File: src/rtl/riscv_pkg.sv
// Shared RV32I decode constants and the issue-unit FSM encoding.
// Imported by the issue unit and by anything that models the ALU it drives.
package riscv_pkg;

    localparam logic [6:0] OPC_OP     = 7'b0110011;
    localparam logic [6:0] OPC_OP_IMM = 7'b0010011;

    localparam logic [2:0] F3_ADD_SUB = 3'b000;
    localparam logic [2:0] F3_SLL     = 3'b001;
    localparam logic [2:0] F3_SLT     = 3'b010;
    localparam logic [2:0] F3_SLTU    = 3'b011;
    localparam logic [2:0] F3_XOR     = 3'b100;
    localparam logic [2:0] F3_SRL_SRA = 3'b101;
    localparam logic [2:0] F3_OR      = 3'b110;
    localparam logic [2:0] F3_AND     = 3'b111;

    typedef enum logic [1:0] {
        ST_IDLE,
        ST_DECODE,
        ST_EXECUTE,
        ST_WRITEBACK
    } state_t;

    function automatic logic is_supported(input logic [6:0] opcode);
        return (opcode == OPC_OP) || (opcode == OPC_OP_IMM);
    endfunction

endpackage

File: src/rtl/alu_issue_unit_if.sv
// Fetch handshake, ALU control/operand bus and retire report of the issue unit.
// master is the issue unit itself; slave is the fetch/ALU/retire environment.
interface alu_issue_unit_if #(
    parameter int WORD_SIZE  = 32,
    parameter int REG_ADDR_W = 5
);
    logic                  instr_valid;
    logic                  instr_ready;
    logic [31:0]           instr;
    logic [6:0]            alu_funct7;
    logic [2:0]            alu_funct3;
    logic [WORD_SIZE-1:0]  alu_source1;
    logic [WORD_SIZE-1:0]  alu_source2;
    logic [WORD_SIZE-1:0]  alu_result;
    logic                  retire_valid;
    logic [REG_ADDR_W-1:0] retire_rd;
    logic [WORD_SIZE-1:0]  retire_data;
    logic                  illegal;

    modport master (
        input  instr_valid, instr, alu_result,
        output instr_ready, alu_funct7, alu_funct3, alu_source1, alu_source2,
        output retire_valid, retire_rd, retire_data, illegal
    );

    modport slave (
        output instr_valid, instr, alu_result,
        input  instr_ready, alu_funct7, alu_funct3, alu_source1, alu_source2,
        input  retire_valid, retire_rd, retire_data, illegal
    );
endinterface

File: src/rtl/alu_issue_unit_regfile.sv
// Integer register file: two combinational read ports, one synchronous write
// port and a debug read port; x0 always reads zero and ignores writes.
module regfile #(
    parameter int WORD_SIZE  = 32,
    parameter int REG_ADDR_W = 5
) (
    input  logic                  clk,
    input  logic                  rst_n,
    input  logic                  we,
    input  logic [REG_ADDR_W-1:0] waddr,
    input  logic [WORD_SIZE-1:0]  wdata,
    input  logic [REG_ADDR_W-1:0] raddr1,
    output logic [WORD_SIZE-1:0]  rdata1,
    input  logic [REG_ADDR_W-1:0] raddr2,
    output logic [WORD_SIZE-1:0]  rdata2,
    input  logic [REG_ADDR_W-1:0] dbg_addr,
    output logic [WORD_SIZE-1:0]  dbg_data
);
    logic [WORD_SIZE-1:0] mem [2**REG_ADDR_W];

    always_ff @(posedge clk or negedge rst_n) begin
        if (!rst_n) begin
            for (int i = 0; i < 2**REG_ADDR_W; i++) begin
                mem[i] <= '0;
            end
        end else if (we && (waddr != '0)) begin
            mem[waddr] <= wdata;
        end
    end

    assign rdata1   = (raddr1   == '0) ? '0 : mem[raddr1];
    assign rdata2   = (raddr2   == '0) ? '0 : mem[raddr2];
    assign dbg_data = (dbg_addr == '0) ? '0 : mem[dbg_addr];

endmodule

File: src/rtl/alu_issue_unit.sv
// Multi-cycle, non-pipelined issue unit: accepts one RV32I OP/OP-IMM
// instruction, drives the external ALU and writes its result back to rd.
module alu_issue_unit
    import riscv_pkg::*;
#(
    parameter int WORD_SIZE  = 32,
    parameter int REG_ADDR_W = 5
) (
    input  logic                  clk,
    input  logic                  rst_n,
    alu_issue_unit_if.master      bus,
    input  logic [REG_ADDR_W-1:0] dbg_addr,
    output logic [WORD_SIZE-1:0]  dbg_data
);
    state_t                state, state_next;
    logic [31:0]           instr_q;
    logic                  illegal_q;

    logic [6:0]            opcode;
    logic [2:0]            funct3;
    logic [REG_ADDR_W-1:0] rd, rs1, rs2;
    logic [WORD_SIZE-1:0]  rf_rdata1, rf_rdata2;
    logic                  rf_we;

    logic                  dec_legal;
    logic [6:0]            dec_funct7;
    logic [WORD_SIZE-1:0]  dec_source2;

    assign opcode = instr_q[6:0];
    assign funct3 = instr_q[14:12];
    assign rd     = instr_q[7  +: REG_ADDR_W];
    assign rs1    = instr_q[15 +: REG_ADDR_W];
    assign rs2    = instr_q[20 +: REG_ADDR_W];

    assign bus.instr_ready = rst_n && (state == ST_IDLE);
    assign rf_we = (state == ST_WRITEBACK) && !illegal_q && (rd != '0);

    regfile #(
        .WORD_SIZE (WORD_SIZE),
        .REG_ADDR_W(REG_ADDR_W)
    ) u_regfile (
        .clk     (clk),
        .rst_n   (rst_n),
        .we      (rf_we),
        .waddr   (rd),
        .wdata   (bus.retire_data),
        .raddr1  (rs1),
        .rdata1  (rf_rdata1),
        .raddr2  (rs2),
        .rdata2  (rf_rdata2),
        .dbg_addr(dbg_addr),
        .dbg_data(dbg_data)
    );

    // OP-IMM only forwards funct7 for shifts, otherwise ADDI with a negative
    // immediate would look like SUB to the ALU.
    always_comb begin
        dec_legal   = is_supported(opcode);
        dec_funct7  = '0;
        dec_source2 = '0;
        if (opcode == OPC_OP) begin
            dec_funct7  = instr_q[31:25];
            dec_source2 = rf_rdata2;
        end else if (opcode == OPC_OP_IMM) begin
            dec_funct7  = (funct3 == F3_SRL_SRA) ? instr_q[31:25] : 7'd0;
            dec_source2 = {{(WORD_SIZE-12){instr_q[31]}}, instr_q[31:20]};
        end
    end

    always_ff @(posedge clk or negedge rst_n) begin
        if (!rst_n) begin
            state <= ST_IDLE;
        end else begin
            state <= state_next;
        end
    end

    always_comb begin
        state_next = state;
        case (state)
            ST_IDLE:      if (bus.instr_valid) state_next = ST_DECODE;
            ST_DECODE:    state_next = ST_EXECUTE;
            ST_EXECUTE:   state_next = ST_WRITEBACK;
            ST_WRITEBACK: state_next = ST_IDLE;
            default:      state_next = ST_IDLE;
        endcase
    end

    // ALU outputs only change in DECODE; retire fields are loaded at the end
    // of EXECUTE so they are presented together during WRITEBACK.
    always_ff @(posedge clk or negedge rst_n) begin
        if (!rst_n) begin
            instr_q          <= '0;
            illegal_q        <= 1'b0;
            bus.alu_funct7   <= '0;
            bus.alu_funct3   <= '0;
            bus.alu_source1  <= '0;
            bus.alu_source2  <= '0;
            bus.retire_valid <= 1'b0;
            bus.retire_rd    <= '0;
            bus.retire_data  <= '0;
            bus.illegal      <= 1'b0;
        end else begin
            bus.retire_valid <= 1'b0;
            bus.illegal      <= 1'b0;
            case (state)
                ST_IDLE: begin
                    if (bus.instr_valid) instr_q <= bus.instr;
                end
                ST_DECODE: begin
                    illegal_q       <= !dec_legal;
                    bus.alu_funct7  <= dec_legal ? dec_funct7 : 7'd0;
                    bus.alu_funct3  <= dec_legal ? funct3 : 3'd0;
                    bus.alu_source1 <= dec_legal ? rf_rdata1 : '0;
                    bus.alu_source2 <= dec_legal ? dec_source2 : '0;
                end
                ST_EXECUTE: begin
                    bus.retire_valid <= 1'b1;
                    bus.retire_rd    <= rd;
                    bus.illegal      <= illegal_q;
                    bus.retire_data  <= (illegal_q || (rd == '0)) ? '0 : bus.alu_result;
                end
                default: ;
            endcase
        end
    end

endmodule

File: src/flat_wrapper.sv
// flat-port wrapper written by rule: the top's interface ports become plain ports
module alu_issue_unit_flat import riscv_pkg::*;
#(
    parameter int WORD_SIZE  = 32,
    parameter int REG_ADDR_W = 5
)
  (clk, rst_n, dbg_addr, dbg_data, bus_instr_valid, bus_instr, bus_alu_result, bus_instr_ready, bus_alu_funct7, bus_alu_funct3, bus_alu_source1, bus_alu_source2, bus_retire_valid, bus_retire_rd, bus_retire_data, bus_illegal);
  alu_issue_unit_if #(.WORD_SIZE(WORD_SIZE), .REG_ADDR_W(REG_ADDR_W)) bus_i ();
  input  logic clk;
  input  logic rst_n;
  input  logic [REG_ADDR_W-1:0] dbg_addr;
  output logic [WORD_SIZE-1:0] dbg_data;
  input wire logic [$bits(bus_i.instr_valid)-1:0] bus_instr_valid;
  input wire logic [$bits(bus_i.instr)-1:0] bus_instr;
  input wire logic [$bits(bus_i.alu_result)-1:0] bus_alu_result;
  output wire logic [$bits(bus_i.instr_ready)-1:0] bus_instr_ready;
  output wire logic [$bits(bus_i.alu_funct7)-1:0] bus_alu_funct7;
  output wire logic [$bits(bus_i.alu_funct3)-1:0] bus_alu_funct3;
  output wire logic [$bits(bus_i.alu_source1)-1:0] bus_alu_source1;
  output wire logic [$bits(bus_i.alu_source2)-1:0] bus_alu_source2;
  output wire logic [$bits(bus_i.retire_valid)-1:0] bus_retire_valid;
  output wire logic [$bits(bus_i.retire_rd)-1:0] bus_retire_rd;
  output wire logic [$bits(bus_i.retire_data)-1:0] bus_retire_data;
  output wire logic [$bits(bus_i.illegal)-1:0] bus_illegal;
  assign bus_i.instr_valid = bus_instr_valid;
  assign bus_i.instr = bus_instr;
  assign bus_i.alu_result = bus_alu_result;
  assign bus_instr_ready = bus_i.instr_ready;
  assign bus_alu_funct7 = bus_i.alu_funct7;
  assign bus_alu_funct3 = bus_i.alu_funct3;
  assign bus_alu_source1 = bus_i.alu_source1;
  assign bus_alu_source2 = bus_i.alu_source2;
  assign bus_retire_valid = bus_i.retire_valid;
  assign bus_retire_rd = bus_i.retire_rd;
  assign bus_retire_data = bus_i.retire_data;
  assign bus_illegal = bus_i.illegal;
  alu_issue_unit #(.WORD_SIZE(WORD_SIZE), .REG_ADDR_W(REG_ADDR_W)) u_core (.clk(clk), .rst_n(rst_n), .bus(bus_i), .dbg_addr(dbg_addr), .dbg_data(dbg_data));
endmodule
File: config.mk
export PLATFORM = sky130hd
export DESIGN_NAME = alu_issue_unit_flat
export DESIGN_NICKNAME = d
export VERILOG_FILES = /design/src/rtl/riscv_pkg.sv /design/src/rtl/alu_issue_unit_if.sv /design/src/rtl/alu_issue_unit_regfile.sv /design/src/rtl/alu_issue_unit.sv /design/src/flat_wrapper.sv
export SDC_FILE = /design/constraint.sdc
export NUM_CORES = 2
export LEC_CHECK = 0
export CAP_MARGIN = 0
export CORE_UTILIZATION = 55
export CTS_BUF_LIST = sky130_fd_sc_hd__clkbuf_2 sky130_fd_sc_hd__clkbuf_4 sky130_fd_sc_hd__clkbuf_8
export CTS_CLUSTER_DIAMETER = 100
export DETAILED_ROUTE_END_ITERATION = 8
export DONT_BUFFER_PORTS = 1
export PLACE_DENSITY = 0.79
export SLEW_MARGIN = 10
export SYNTH_ARGS = -nofsm -noshare
export SYNTH_HDL_FRONTEND = slang
export SYNTH_SLANG_ARGS = --single-unit
File: constraint.sdc
create_clock -name clk -period 3 [get_ports clk]
set_input_delay 0.45 -clock clk [delete_from_list [all_inputs] [get_ports clk]]
set_output_delay 0.45 -clock clk [all_outputs]
set_load 0.05 [all_outputs]
* Word level (Yosys, flattened, before mapping)
Cells that the tools add are included.
** Storage, ports and cells
- Output and inout bits :: 146
- Register bits after elaboration :: 1172
- Bits of input ports :: 72
- Logic and storage cells :: 104
** Operators by class
- Reduce and logical (&&, ||, !) cells :: 16
- Multiplexer cells :: 29
- Equal/unequal tests :: 7
- Bitwise operators :: 4
- $lt $le $gt $ge :: 5
** Operators with widths (count)
- 1024-bit bitwise mux :: 1
- 32-bit binary-select mux with 5-bit select :: 3
- 32-bit 2-to-1 mux :: 15
- 32-bit demux with 5-bit select :: 1
- 7-bit 2-to-1 mux :: 4
- 6-bit greater-or-equal comparator (second input constant) :: 4
- 5-bit NOT with 6-bit output :: 4
- 5-bit logical NOT :: 4
- 2-bit one-hot mux with 4 select lines :: 1
- 7-bit by 5-bit == test with 1-bit output (second input constant) :: 1
- 7-bit by 6-bit == test with 1-bit output (second input constant) :: 1
- 6-bit by 1-bit less-than comparator with 1-bit output (second input constant) :: 1
- 1-bit logical AND :: 5
- 5-bit nonzero test :: 1
- 2-bit == test (second input constant) :: 2
- 3-bit == test (second input constant) :: 1
- 3-bit 2-to-1 mux :: 1
- 2-bit by 1-bit == test with 1-bit output (second input constant) :: 1
- 1-bit logical NOT :: 2
- 2-bit logical NOT :: 1
- 1-bit logical OR :: 2
- 1-bit 2-to-1 mux :: 2
- 2-bit 2-to-1 mux :: 1
- 2-bit inequality test (second input constant) :: 1
- 2-bit AND reduction :: 1

* Longest topological paths before layout
- Depth in word-level cells :: 7
- Gate-level depth with buffers :: 9
- Depth with buffers taken out :: 6

* Hierarchy
Synthesis repeated with hierarchy kept, for this count alone.
** Unflattened totals
- Cell total of the unflattened synthesis :: 4994
- Area total of the unflattened synthesis :: 69128.8 µm²
** By module, submodules not included
- regfile :: cells each 4576, instances 1, area each 63261.9 µm², seq. area each 25624.6 µm²
- alu_issue_unit :: cells each 418, instances 1, area each 5866.9 µm², seq. area each 3703.6 µm²

* Worst setup path after synthesis
Ideal clock, no wire load.
- Path kind :: input to output
- Start :: input port dbg_addr[1]
- End :: output port dbg_data[25]
- Setup slack :: 185 ps
- Stages :: 7
- Data arrival time :: 2365 ps
- Buffers on the path :: 3
- Data required time :: 2550 ps
- Cells stage by stage :: buf_2 > clkbuf_1 > buf_1 > mux4_2 > mux4_2 > inv_1 > o21ai_1
** On the way
- Cells in the longest elaborated chain, start to end :: 5
- Elaborated cells on any way between the ends :: 6
- Classes of those cells :: 4 x mux; 1 x bitwise; 1 x reduce/logical
** RTL lines
- start, declared :: line flat_wrapper.sv:11 : input logic [REG_ADDR_W-1:0] dbg_addr;
- 5-bit NOT with 6-bit output (not written as such) :: line alu_issue_unit_regfile.sv:33 : assign dbg_data = (dbg_addr == '0) ? '0 : mem[dbg_addr];
- 32-bit binary-select mux with 5-bit select :: line alu_issue_unit_regfile.sv:33
- 32-bit 2-to-1 mux (not written as such) (2 in a row) :: line alu_issue_unit_regfile.sv:33
- 32-bit 2-to-1 mux * :: line alu_issue_unit_regfile.sv:33
- end, declared :: line flat_wrapper.sv:12 : output logic [WORD_SIZE-1:0] dbg_data;
Every way passes the cells marked *; elsewhere a longest branch is shown, timed or not. The select of a mux whose other input is x is not followed.

* Worst setup path after layout
- Start :: register u_core.u_regfile.mem[355] (netlist bit)
- End :: output port dbg_data[3]
** On the way
- Cells in the longest elaborated chain, start to end :: 4
** RTL lines
- start, declared :: line alu_issue_unit_regfile.sv:19 : logic [WORD_SIZE-1:0] mem [2**REG_ADDR_W];
- start signal, assigned by index :: line alu_issue_unit_regfile.sv:27 : mem[waddr] <= wdata;
- 32-bit binary-select mux with 5-bit select :: line alu_issue_unit_regfile.sv:33
- 32-bit 2-to-1 mux (not written as such) (2 in a row) :: line alu_issue_unit_regfile.sv:33
- 32-bit 2-to-1 mux :: line alu_issue_unit_regfile.sv:33
No other way between the ends. The select of a mux whose other input is x is not followed.

==> flow_metrics.tcl <==
set metrics [dict create \
    hp-class "primary input to asynchronous set/reset pin" \
    critical_path.reg2reg.startpoint "u_core.instr_q[23]" \
    clkTransAtPathRegs_ns 0.07 \
    yosys_register_bits 1172 \
    wire_length_of_the_first_global_routing_pass_microns 338000 \
    number_of_primary_i_o_pins 218 \
    fin_nets 5017 \
    yosysWarningCount 0 \
    via_count_normalized_by_instance_count 7.44 \
    crit_type "flop to primary output" \
    routed_wire_length_per_instance_microns 34.7 \
    place_congestion 0.909 \
    drt_pre_antenna_iters 8 \
    critical_path.reg2reg.endpoint "u_core.bus.alu_source2[30]" \
    port_buffers 0 \
    netSwitchingFraction_pct 37.1 \
    combinationalPowerShare_pct 32.1 \
    end_kind "primary output" \
    worstSkewPairLatency_ns 0.94 \
    clock_tree_from_tritoncts "done" \
    synthesis.instances 4837 \
    worst_slack_ns -0.216 \
    drtIter0Drc 8416 \
    die_width_microns 351 \
    seq_area_frac_synth_pct 43.8 \
    grt_remaining_overflow 0 \
    power.net_switching_uw 18300 \
    fin_crit_ns 3.22 \
    top_cells_by_count_synth "dfrtp_1 (1,172), mux4_2 (805), mux2_2 (645)" \
    drive_above_1_share_pct 45.3 \
    timing.final.setup_violations 34 \
    floorplan.die.height_microns 351 \
    synth.top_cell.area_share_pct 43.8 \
    largest_net_degree_at_the_start_of_global_routing 1174 \
    dp_hpwl_microns 130000 \
    initial_cell_density_of_the_core_pct 55.6 \
    layoutNonFillerInstCount 6707 \
    placementRows 127 \
    wl_microns 232000 \
    max_stage_delay_ns 0.53 \
    first_global_vias 49549 \
    status "finished with violations" \
    clkPwrFrac_pct 30.3 \
    slew_viol_final 0 \
    dieArea_sq_mm 0.123 \
    clock-sinks 1172 \
    ant_nets 0 \
    number_of_synthesized_flops_with_an_enable_pin 0 \
    ctsLongestPathBuffers 3 \
    hold_ws_ns -0.787 \
    yosysTopAreaCell "dfrtp_1" \
    p_int_uw 31000 \
    critical_path_arrival_ns 2.77 \
    power_density_mw_per_mm2 651 \
    via_count 49933 \
    syn_area_sq_mm 0.0670 \
    ctsHoldBuffers 65 \
    synth_most_common_cell "dfrtp_1" \
    unrepaired_setup_endpoints_after_global_routing "yes" \
    timing.max_cap.violations 0 \
    synth_top_family_by_area "multiplexers" \
    cts-htree-levels 4 \
    critPathMostFrequentCell "mux4_2" \
    grt_antenna_before_repair 13 \
    worst_ep_required_time_ns 2.55 \
    grt.total_usage_pct 38.1 \
    xor_xnor_cell_area_share_of_the_yosys_netlist_pct 0 \
    highest_net_fanout_along_the_worst_path 4 \
    ys_types 56 \
    report.final.hold_viol_count 809 \
    startpoint_type "flop" \
    vdd_ir_drop_max_uv 1070 \
    worst_path_max_delay_cell "mux4_2" \
    tns_ns -4.71 \
    total_leakage_power_uw 0.0328 \
    syn-mean-instance-area_sq_um 13.9 \
    post_synthesis_compound_gate_area_fraction_pct 6.38 \
    least_margin_pin_slew_ns 1.20 \
    synthToLayoutAreaGrowth_pct 13.1 \
    synthTopCellsByArea "dfrtp_1 (44%), mux4_2 (27%), mux2_2 (11%)" \
    synth_adder_area_share_pct 0.0933 \
    min_period_over_period_pct 107 \
    fmax_mhz 311 \
    synth-async-reset-ratio_pct 100 \
    placedCellCount 6127 \
    violations "negative hold slack, negative setup slack" \
    seq_power_share_pct 37.6 \
    post-route-drc-count 0 \
    timing.reg2reg.setup_slack_ns -0.04 \
    synth_simple_gate_area_share_pct 4.55 \
    syn_nets 4914 \
    flip_flop_cell_with_the_highest_count_after_synthesis "dfrtp_1" \
    core_region_area_sq_mm 0.120 \
    ff2ff_path_depth 5 \
    crit_chain "mux4_2, mux4_2, nand2_2, o21ai_1, buf_6" \
    worst_clock_skew_ns 0.0450 \
    yosys-mux-area-fraction_pct 40.8 \
    slew-limit-headroom_pct 20.0 \
    cts.root.buffer_cell "clkbuf_8" \
    cts_made_buffers 182 \
]
## sequential cells by signal (all words and copies together) (netlist names)
signal / cells
u_core.illegal_q: 1
u_core.bus.retire_data: 32
u_core.u_regfile.mem: 1024
u_core.bus.alu_source2: 32
u_core.state: 2
u_core.bus.retire_rd: 5
u_core.bus.alu_funct7: 7
u_core.instr_q: 32
u_core.bus.alu_source1: 32
u_core.bus.alu_funct3: 3
u_core.bus.illegal: 1
u_core.bus.retire_valid: 1
## logic make-up (layout without fill, tap and decap cells)
kind of cell             after synthesis  count (layout)
other                                  0              10
flip-flops                          1172            1172
adder cells (fa/ha/maj)                5               5
AND/OR/NAND/NOR                      705             705
AO/OA/AOI/OAI                        721             721
buffers and inverters                621             869
multiplexers                        1613            1613
## stage by stage
stage                     setup slack, ns  power (uW)  instance area [sq um]  utilization [%]
after floorplan                     0.185       28300                  67000                -
after global placement              0.217       33200                  69300             57.5
after detailed placement            0.222       33400                  69300             57.5
after CTS                          -0.183       48200                  75100             62.4
after global routing               -0.223       50400                  75800             62.9
final                              -0.216       49300                  75800             62.9
## metal layers
metal	global-route usage, %	share of wire (%)	vias to the layer above
met1	47.1	33	25317
met4	24.2	7.3	12
li1	-	-	18869
met3	19.5	17	1126
met5	0	0.052	-
met2	52.7	42	4609
## power by group through the flow
| stage | clock network, uW | registers (uW) | logic, uW |
|---|---|---|---|
| after floorplan | 0 | 17700 | 10500 |
| after global placement | 0 | 18600 | 14600 |
| after detailed placement | 0 | 18700 | 14800 |
| after CTS | 14900 | 18400 | 15000 |
| after global routing | 15700 | 18500 | 16200 |
| final | 15000 | 18500 | 15800 |
## cell usage in the layout, fill, tap and decap left out, types with 6 or more instances in the layout
cell type,instances
o22ai_1,46
clkbuf_4,57
bufinv_16,6
mux2i_1,128
nor2_1,12
mux4_2,805
buf_4,297
dfrtp_1,1164
clkinv_2,24
nor2b_1,48
a21oi_1,35
a211oi_1,42
mux2_2,645
nand4_1,20
a22oi_1,61
buf_16,6
nand3_1,50
nand2_1,478
nand2_4,14
buf_12,71
inv_1,60
dfrtp_4,7
a22o_1,8
o21ai_0,415
clkbuf_8,233
a221o_1,41
nor2_4,19
buf_6,28
inv_2,10
nand2b_1,8
o21ai_2,12
o21ai_4,13
dlygate4sd3_1,65
nand2_2,18
o21ai_1,13
o22a_1,18
mux4_1,18
mux2_1,15
clkinvlp_4,6
diode_2,10
## worst max path at each step
stage,to,start,cells after the start,slack (ns)
6_report,dbg_data[3],u_core.u_regfile.mem[355],5,-0.22
2_1_floorplan,dbg_data[25],dbg_addr[1],7,0.18
3_3_place_gp,dbg_data[14],dbg_addr[0],5,0.22
5_1_grt,dbg_data[14],u_core.u_regfile.mem[14],5,-0.22
4_1_cts,dbg_data[14],u_core.u_regfile.mem[14],5,-0.18
3_5_place_dp,dbg_data[14],dbg_addr[0],5,0.22
## critical path, delay by kind of cell, from the launching register on
family | cells | cell delay [ns]
DFF | 1 | 0.45
and+or+nand+nor | 1 | 0.08
buffers and inverters | 1 | 0.18
muxes | 2 | 1.05
AOI/OAI and AO/OA | 1 | 0.09
## repair_timing
action / CTS / global route
endpoints found under the setup margin: 32 / 32
setup buffers: 121 / 50
endpoints found under the hold margin: 1238 / 809
resized for setup: 84 / 18
pin swaps: 11 / 10
## area by class of cell
type	instances	area, sq um
fill	8378	44700
clock inverter	39	375
multi-input combinational	3044	35300
sequential	1172	29400
tap	1612	2020
antenna	10	25.0
clock buffer	290	3630
inverter	71	268
timing repair buffer	469	4810
(Power assumes the default switching activity.)
